[config.mk]
export PLATFORM = sky130hd
export DESIGN_NAME = asm_done_logger
export DESIGN_NICKNAME = d
export VERILOG_FILES = /design/src/rtl/asm_pkg.sv /design/src/rtl/asm_entry_fifo.sv /design/src/rtl/asm_done_logger.sv
export SDC_FILE = /design/constraint.sdc
export NUM_CORES = 1
export LEC_CHECK = 0
export ABC_AREA = 0
export CAP_MARGIN = 20
export CORE_ASPECT_RATIO = 0.7
export CORE_MARGIN = 2
export CORE_UTILIZATION = 60
export CTS_CLUSTER_DIAMETER = 40
export CTS_CLUSTER_SIZE = 25
export DETAILED_ROUTE_END_ITERATION = 8
export DONT_BUFFER_PORTS = 1
export PLACE_DENSITY = 0.76
export SKIP_LAST_GASP = 1
export SYNTH_ARGS = -nofsm -noshare
export SYNTH_HDL_FRONTEND = slang
export SYNTH_HIERARCHICAL = 1
export SYNTH_SLANG_ARGS = --single-unit
[constraint.sdc]
create_clock -name clk -period 3.4 [get_ports clk]
set_input_delay 0.85 -clock clk [delete_from_list [all_inputs] [get_ports clk]]
set_output_delay 0.85 -clock clk [all_outputs]
set_load 0.02 [all_outputs]
[src/rtl/asm_pkg.sv]
// Shared types for the ASM done logger: FSM states, id/q width and the log entry layout.
package asm_pkg;

  localparam int unsigned ID_W     = 4;
  localparam int unsigned TS_W_DEF = 8;

  typedef enum logic [1:0] {
    IDLE = 2'd0,
    RUN  = 2'd1,
    HOLD = 2'd2
  } state_e;

  // Entry layout at the default timestamp width; the top re-declares it for its TS_W.
  typedef struct packed {
    logic [ID_W-1:0]     id;
    logic [TS_W_DEF-1:0] ts;
    logic [ID_W-1:0]     q;
  } entry_t;

endpackage

[src/rtl/asm_entry_fifo.sv]
// Register-based FIFO for log entries; head is read combinationally from storage.
module asm_entry_fifo #(
  parameter int unsigned DEPTH   = 4,
  parameter int unsigned ENTRY_W = 16
) (
  input  logic                     clk,
  input  logic                     rst,
  input  logic                     push_i,
  input  logic [ENTRY_W-1:0]       push_data_i,
  input  logic                     pop_i,
  output logic [ENTRY_W-1:0]       head_o,
  output logic                     full_o,
  output logic                     empty_o,
  output logic [$clog2(DEPTH):0]   level_o
);

  localparam int unsigned AW = $clog2(DEPTH);

  logic [ENTRY_W-1:0] mem_q [DEPTH];
  logic [AW-1:0]      wr_ptr_q, wr_ptr_d;
  logic [AW-1:0]      rd_ptr_q, rd_ptr_d;
  logic [AW:0]        level_q, level_d;
  logic               push_ok, pop_ok;

  assign full_o  = (level_q == (AW+1)'(DEPTH));
  assign empty_o = (level_q == '0);
  assign head_o  = mem_q[rd_ptr_q];
  assign level_o = level_q;

  // A pop frees the head slot in the same cycle, so a full FIFO can still take a push.
  assign pop_ok  = pop_i && !empty_o;
  assign push_ok = push_i && (!full_o || pop_ok);

  always_comb begin
    wr_ptr_d = wr_ptr_q;
    rd_ptr_d = rd_ptr_q;
    level_d  = level_q;
    if (push_ok) wr_ptr_d = wr_ptr_q + AW'(1);
    if (pop_ok)  rd_ptr_d = rd_ptr_q + AW'(1);
    if (push_ok && !pop_ok) level_d = level_q + (AW+1)'(1);
    if (pop_ok && !push_ok) level_d = level_q - (AW+1)'(1);
  end

  always_ff @(posedge clk) begin
    if (!rst) begin
      for (int unsigned i = 0; i < DEPTH; i++) mem_q[i] <= '0;
      wr_ptr_q <= '0;
      rd_ptr_q <= '0;
      level_q  <= '0;
    end else begin
      if (push_ok) mem_q[wr_ptr_q] <= push_data_i;
      wr_ptr_q <= wr_ptr_d;
      rd_ptr_q <= rd_ptr_d;
      level_q  <= level_d;
    end
  end

endmodule

[src/rtl/asm_done_logger.sv]
// Times ASM runs (start to done) and queues {id, ts, q} records in a FIFO.
// Optional macro ASM_DONE_LOGGER_DROP_CNT_EN adds a saturating drop_cnt output.
module asm_done_logger
  import asm_pkg::*;
#(
  parameter int unsigned DEPTH = 4,
  parameter int unsigned TS_W  = 8
) (
  input  logic                   clk,
  input  logic                   rst,
  input  logic                   s,
  input  logic                   g,
  input  logic [ID_W-1:0]        q,
  output logic                   out_valid,
  input  logic                   out_ready,
  output logic [TS_W-1:0]        out_ts,
  output logic [ID_W-1:0]        out_id,
  output logic [ID_W-1:0]        out_q,
  output logic [$clog2(DEPTH):0] level
`ifdef ASM_DONE_LOGGER_DROP_CNT_EN
  ,
  output logic [7:0]             drop_cnt
`endif
);

  localparam int unsigned ENTRY_W = 2 * ID_W + TS_W;

  typedef struct packed {
    logic [ID_W-1:0] id;
    logic [TS_W-1:0] ts;
    logic [ID_W-1:0] q;
  } log_entry_t;

  state_e          state_q, state_d;
  logic [TS_W-1:0] ts_q, ts_d;
  logic [ID_W-1:0] id_q, id_d;
  logic            g_q;
  logic            push_req, push_ok, pop, full, empty;
  log_entry_t      push_entry, head;

  always_ff @(posedge clk) begin
    if (!rst) begin
      state_q <= IDLE;
      ts_q    <= '0;
      id_q    <= '0;
      g_q     <= 1'b0;
    end else begin
      state_q <= state_d;
      ts_q    <= ts_d;
      id_q    <= id_d;
      g_q     <= g;
    end
  end

  // A done edge in the same cycle as s dropping still completes the run.
  always_comb begin
    state_d  = state_q;
    ts_d     = ts_q;
    push_req = 1'b0;
    case (state_q)
      IDLE: begin
        if (s) begin
          state_d = RUN;
          ts_d    = '0;
        end
      end
      RUN: begin
        if (g && !g_q) begin
          push_req = 1'b1;
          state_d  = HOLD;
        end else if (!s) begin
          state_d = IDLE;
        end else if (ts_q != '1) begin
          ts_d = ts_q + TS_W'(1);
        end
      end
      HOLD: begin
        if (!g) state_d = IDLE;
      end
      default: state_d = IDLE;
    endcase
  end

  assign pop        = out_valid && out_ready;
  assign push_ok    = push_req && (!full || pop);
  assign id_d       = push_ok ? id_q + ID_W'(1) : id_q;
  assign push_entry = '{id: id_q, ts: ts_q, q: q};

  asm_entry_fifo #(
    .DEPTH   (DEPTH),
    .ENTRY_W (ENTRY_W)
  ) u_fifo (
    .clk         (clk),
    .rst         (rst),
    .push_i      (push_req),
    .push_data_i (push_entry),
    .pop_i       (pop),
    .head_o      (head),
    .full_o      (full),
    .empty_o     (empty),
    .level_o     (level)
  );

  assign out_valid = !empty;
  assign out_ts    = head.ts;
  assign out_id    = head.id;
  assign out_q     = head.q;

`ifdef ASM_DONE_LOGGER_DROP_CNT_EN
  logic [7:0] drop_cnt_q;

  always_ff @(posedge clk) begin
    if (!rst) begin
      drop_cnt_q <= '0;
    end else if (push_req && !push_ok && drop_cnt_q != 8'hFF) begin
      drop_cnt_q <= drop_cnt_q + 8'd1;
    end
  end

  assign drop_cnt = drop_cnt_q;
`endif

endmodule

# Yosys cells after proc, flatten, opt, wreduce, memory -nomap -nowiden
# Memory sizes are Yosys's and may differ from the RTL's. A register that Yosys moved wholly into a read port is not among the register bits.
# Cells that the tools add are included.
# W data, S select, Z words.
dict set report classes {
  addsub 6
  eq_ne 10
  n_mux 23
  n_reduce_logical 21
}
# op n
set ops {}
lappend ops {{$mux W8} 4}
lappend ops {{$mux W16} 1}
lappend ops {{$pmux W8 S2} 1}
lappend ops {{$reduce_or A16 Y1} 1}
lappend ops {{$mux W2} 7}
lappend ops {{$ne A2 B2 Y1 const B} 5}
lappend ops {{$add A8 B1 Y8 const B} 1}
lappend ops {{$ne A8 B8 Y1 const B} 1}
lappend ops {{$logic_and A1 B1 Y1} 7}
lappend ops {{$mux W1} 7}
lappend ops {{$mux W3} 2}
lappend ops {{$pmux W2 S3} 1}
lappend ops {{$logic_not A1 Y1} 5}
lappend ops {{$reduce_and A5 Y1} 1}
lappend ops {{$add A2 B1 Y2 const B} 2}
lappend ops {{$add A4 B1 Y4 const B} 1}
lappend ops {{$reduce_bool A2 Y1} 2}
lappend ops {{$add A3 B1 Y3 const B} 1}
lappend ops {{$eq A3 B3 Y1 const B} 1}
lappend ops {{$logic_not A3 Y1} 1}
lappend ops {{$ne A3 B3 Y1 const B} 1}
lappend ops {{$reduce_and A3 Y1} 1}
lappend ops {{$sub A3 B1 Y3 const B} 1}
lappend ops {{$eq A2 B1 Y1 const B} 1}
lappend ops {{3 further kinds} 4}
dict set report totals {
  reg_bits 22
  ramBits 64
  input_bits 9
  out_inout_bits 20
  memories 1
}
# name words width read_ports rd_clocked_by_memory_dff write_ports line_no
set mem_list {}
lappend mem_list {u_fifo.mem_q 4 16 1 1 4 asm_entry_fifo.sv:19} ;# logic [ENTRY_W-1:0] mem_q [DEPTH];

# Logic depth before layout (Yosys ltp)
dict set report logic_depth {
  depth_word 11
  mapped_depth 10
}

# Hierarchy
# The synthesis kept the hierarchy.
# module instances cells_per_inst area_each_um2 seq_area_each_um2
set modules_own_cells {}
lappend modules_own_cells {asm_entry_fifo 1 222 3377.0 2102.0}
lappend modules_own_cells {asm_done_logger 1 83 748.2 300.3}

# Least setup slack after synthesis
# Ideal clock, no wire load.
dict set report synth_path {
  path_kind {input -> register}
  start {input port g}
  end {memory u_fifo.mem_q[2][0] (enable)}
  setup_time_ps 414
  arrival_time_ps 2717
  slack_ps 269
  cell_stages 4
  path_buffers 1
  path_cell_list {and4bb_2 > buf_2 > inv_1 > o31ai_1}
}
# element line_no
set synth_rtl {}
lappend synth_rtl {{start: declaration} asm_done_logger.sv:12} ;# input logic g,
lappend synth_rtl {{end: declaration} asm_entry_fifo.sv:19}

==> flow_summary.json <==
{
  "status": "completed",
  "first_pass_iters": 4,
  "finalCriticalPeriod_ns": 2.568,
  "postRouteWirelength_um": 7273,
  "synth_common_cells": "edfxtp_1 (64), and2_1 (51), dfxtp_1 (24)",
  "post-cts-setup-buffers": 0,
  "cts_root_buf": "clkbuf_8",
  "die_w_um": 103.1,
  "vdd_drop_max_uv": 286.4,
  "gr-usage-all-layers": 0.2182,
  "yosysTopAreaCell": "edfxtp_1",
  "cts_tree": "yes",
  "yosys_register_bits": 88,
  "ctsResizeCount": 0,
  "combPwrFrac": 0.039,
  "vias_per_cell": 5.678,
  "critPathLaunchType": "flop",
  "synth_nets": 317,
  "clkLatencyLatePin_ns": 0.36,
  "grt_pass1_wl_um": 11960,
  "finalSetupViolations": 0,
  "rr_worst_depth": 7,
  "multi_input_area_um2": 1579,
  "post-synth-top-count-cell": "edfxtp_1",
  "hpwlAfterDp_um": 4771,
  "finalNonFillerCells": 407,
  "gp_congestion": 0.7610,
  "grt_max_degree": 20,
  "path_class": "flop to flop",
  "row_count": 25,
  "initial_core_util": 0.6163,
  "totalPowerFinal_mw": 2.057,
  "rsz0062_at_grt": "no",
  "grt_pass1_vias": 2306,
  "clk_path_buf_depth": 2,
  "ant_nets": 0,
  "p_seq_frac": 0.579,
  "critical_path_required_ns": 3.63,
  "tightest_slew_ns": 1.004,
  "die-area_um2": 7565,
  "synthArstFlopShare": 0,
  "relSlewSlack": 0.3254,
  "synthFlopType": "edfxtp_1",
  "max_freq_mhz": 389.4,
  "synth_edf_count": 64,
  "final-seq-area_um2": 2402,
  "crit_arrival_ns": 2.80,
  "synthCells": 305,
  "clk_pin_slew_ns": 0.08,
  "num-fill-cells": 525,
  "avgSynthCellArea_um2": 13.53,
  "hold_slack_ns": 0.5452,
  "coreArea_um2": 6694,
  "wl_per_cell_um": 17.87,
  "nets": 320,
  "skew_ns": 0.009738,
  "worstSetupEndpointType": "flop",
  "port_buffers": 0,
  "hold_path_class": "flop to flop",
  "ff2ff_setup_slack_ns": 0.83,
  "yosys_warnings": 6,
  "cellLeakagePower_nw": 1.552,
  "p_sw_mw": 0.4339,
  "critPathMaxFanout": 12,
  "hold_buffers": 0,
  "drv_slew": 0,
  "finalHoldViolCount": 0,
  "drv_cap": 0,
  "setup_tns_ns": 0,
  "seq_area_frac_synth": 0.5823,
  "ys_types": 51,
  "clock-sinks": 88,
  "period_share": 0.7553,
  "antenna_cells": 0,
  "holdPathStages": 2,
  "drc": 0,
  "vias": 2311,
  "layout-drive-gt1-share": 0.2173,
  "numCtsBuffers": 9,
  "yosys.area.top_type_share": 0.4659,
  "gr-total-overflow": 0,
  "power.share.clock": 0.382,
  "yosys-top-cells-area": "edfxtp_1 (47%), dfxtp_1 (12%), mux4_2 (8.7%), and2_1 (7.7%), and2_4 (2.1%)",
  "syn2layout_area_growth_pct": 7.249,
  "htree_levels": 3,
  "syn_area_um2": 4125,
  "die_y_um": 73.38,
  "drtIter0Drc": 105,
  "intPower_mw": 1.623,
  "power_density_nw_per_um2": 464.9,
  "dp.cells": 391,
  "grt_antenna_before_repair": 0,
  "swShare": 0.2109,
  "io_pins": 29
}
worst paths after layout:
check                                                      from                              end
worst min register to register  u_fifo/rd_ptr_q[0]$_SDFFE_PN0N_  u_fifo/rd_ptr_q[0]$_SDFFE_PN0N_
worst min-delay path            u_fifo/rd_ptr_q[0]$_SDFFE_PN0N_  u_fifo/rd_ptr_q[0]$_SDFFE_PN0N_
worst max register to register   u_fifo/level_o[2]$_SDFFE_PN0P_     u_fifo/mem_q[3][1]$_DFFE_PP_
worst max-delay path             u_fifo/level_o[2]$_SDFFE_PN0P_     u_fifo/mem_q[3][1]$_DFFE_PP_
power groups by stage:
stage	sequential, mW	clock, mW	combinational, mW
after floorplan	1.21	0	0.0649
after global placement	1.21	0	0.0786
after detailed placement	1.22	0	0.0808
after CTS	1.19	0.801	0.0807
after global routing	1.20	0.846	0.0877
final	1.19	0.785	0.0797
stage by stage:
stage	util	instance area [µm²]	setup WS [ns]
after floorplan	-	4125	0.2687
after global placement	0.6269	4197	0.5611
after detailed placement	0.6280	4204	0.6260
after CTS	0.6609	4424	0.8169
after global routing	0.6609	4424	0.5881
final	0.6609	4424	0.8320
worst max-delay path: stages, from the launching register on:
cell and delay, ns:
dfxtp_1 0.66, nor3_1 0.15, nor2b_1 0.14, buf_4 0.20
nor4b_4 0.09, nor3_1 0.80, buf_4 0.29, and2_1 0.13
registers in the layout, indices dropped and copies added (netlist names), named ones only:
signal and cells:
ts_q 8, u_fifo/rd_ptr_q 2, state_q 2, u_fifo/mem_q 64
g_q 1, u_fifo/wr_ptr_q 2, u_fifo/level_o 3, id_q 4
cells by family (layout without fill, tap and decap cells):
logic type | count (synthesis) | in the layout | synth area share
AO/OA/AOI/OAI | 36 | 36 | 0.05854
XOR/XNOR | 6 | 6 | 0.01274
adder cells (fa/ha/maj) | 3 | 3 | 0.01092
buffers and inverters | 26 | 34 | 0.03609
flip-flops | 88 | 88 | 0.5823
multiplexers | 20 | 20 | 0.09706
AND/OR/NAND/NOR | 126 | 126 | 0.2023
metal layers:
metal,track usage,share of wire,up-vias
li1,-,-,1129
met1,0.3037,0.49,1122
met2,0.3355,0.46,51
met3,0.07612,0.044,9
met4,0.04971,0.012,0
met5,0,0,-
cell type report:
type	count	area share
sequential	88	0.5430
multi-input combinational	191	0.3569
clock buffer	10	0.02885
tap	94	0.02658
clock inverter	6	0.02093
timing repair buffer	10	0.01697
inverter	8	0.006787
cell usage in the layout (no fill, tap or decap), types with 2 or more instances in the layout:
| cell type | instances |
|---|---|
| edfxtp_1 | 64 |
| and2_1 | 51 |
| dfxtp_1 | 24 |
| mux4_2 | 16 |
| nor2_1 | 14 |
| nand2b_1 | 11 |
| buf_4 | 10 |
| and2_4 | 10 |
| clkbuf_8 | 9 |
| inv_1 | 7 |
| a21oi_1 | 6 |
| and2_2 | 6 |
| nand2_1 | 5 |
| o21ai_0 | 5 |
| nand3_1 | 4 |
| o311ai_0 | 4 |
| o31ai_1 | 4 |
| xor2_1 | 4 |
| mux2i_1 | 4 |
| nor2b_1 | 3 |
| and4_4 | 3 |
| nor3_1 | 3 |
| a31oi_1 | 3 |
| a21o_1 | 2 |
| and3_1 | 2 |
| nand4_1 | 2 |
| o211ai_1 | 2 |
| o21a_1 | 2 |
| xnor2_1 | 2 |
| ha_1 | 2 |
| clkinvlp_4 | 2 |
| bufinv_16 | 2 |
| o21ai_1 | 2 |
| nor4_2 | 2 |
Note: power is estimated with default switching activity, not from simulation.
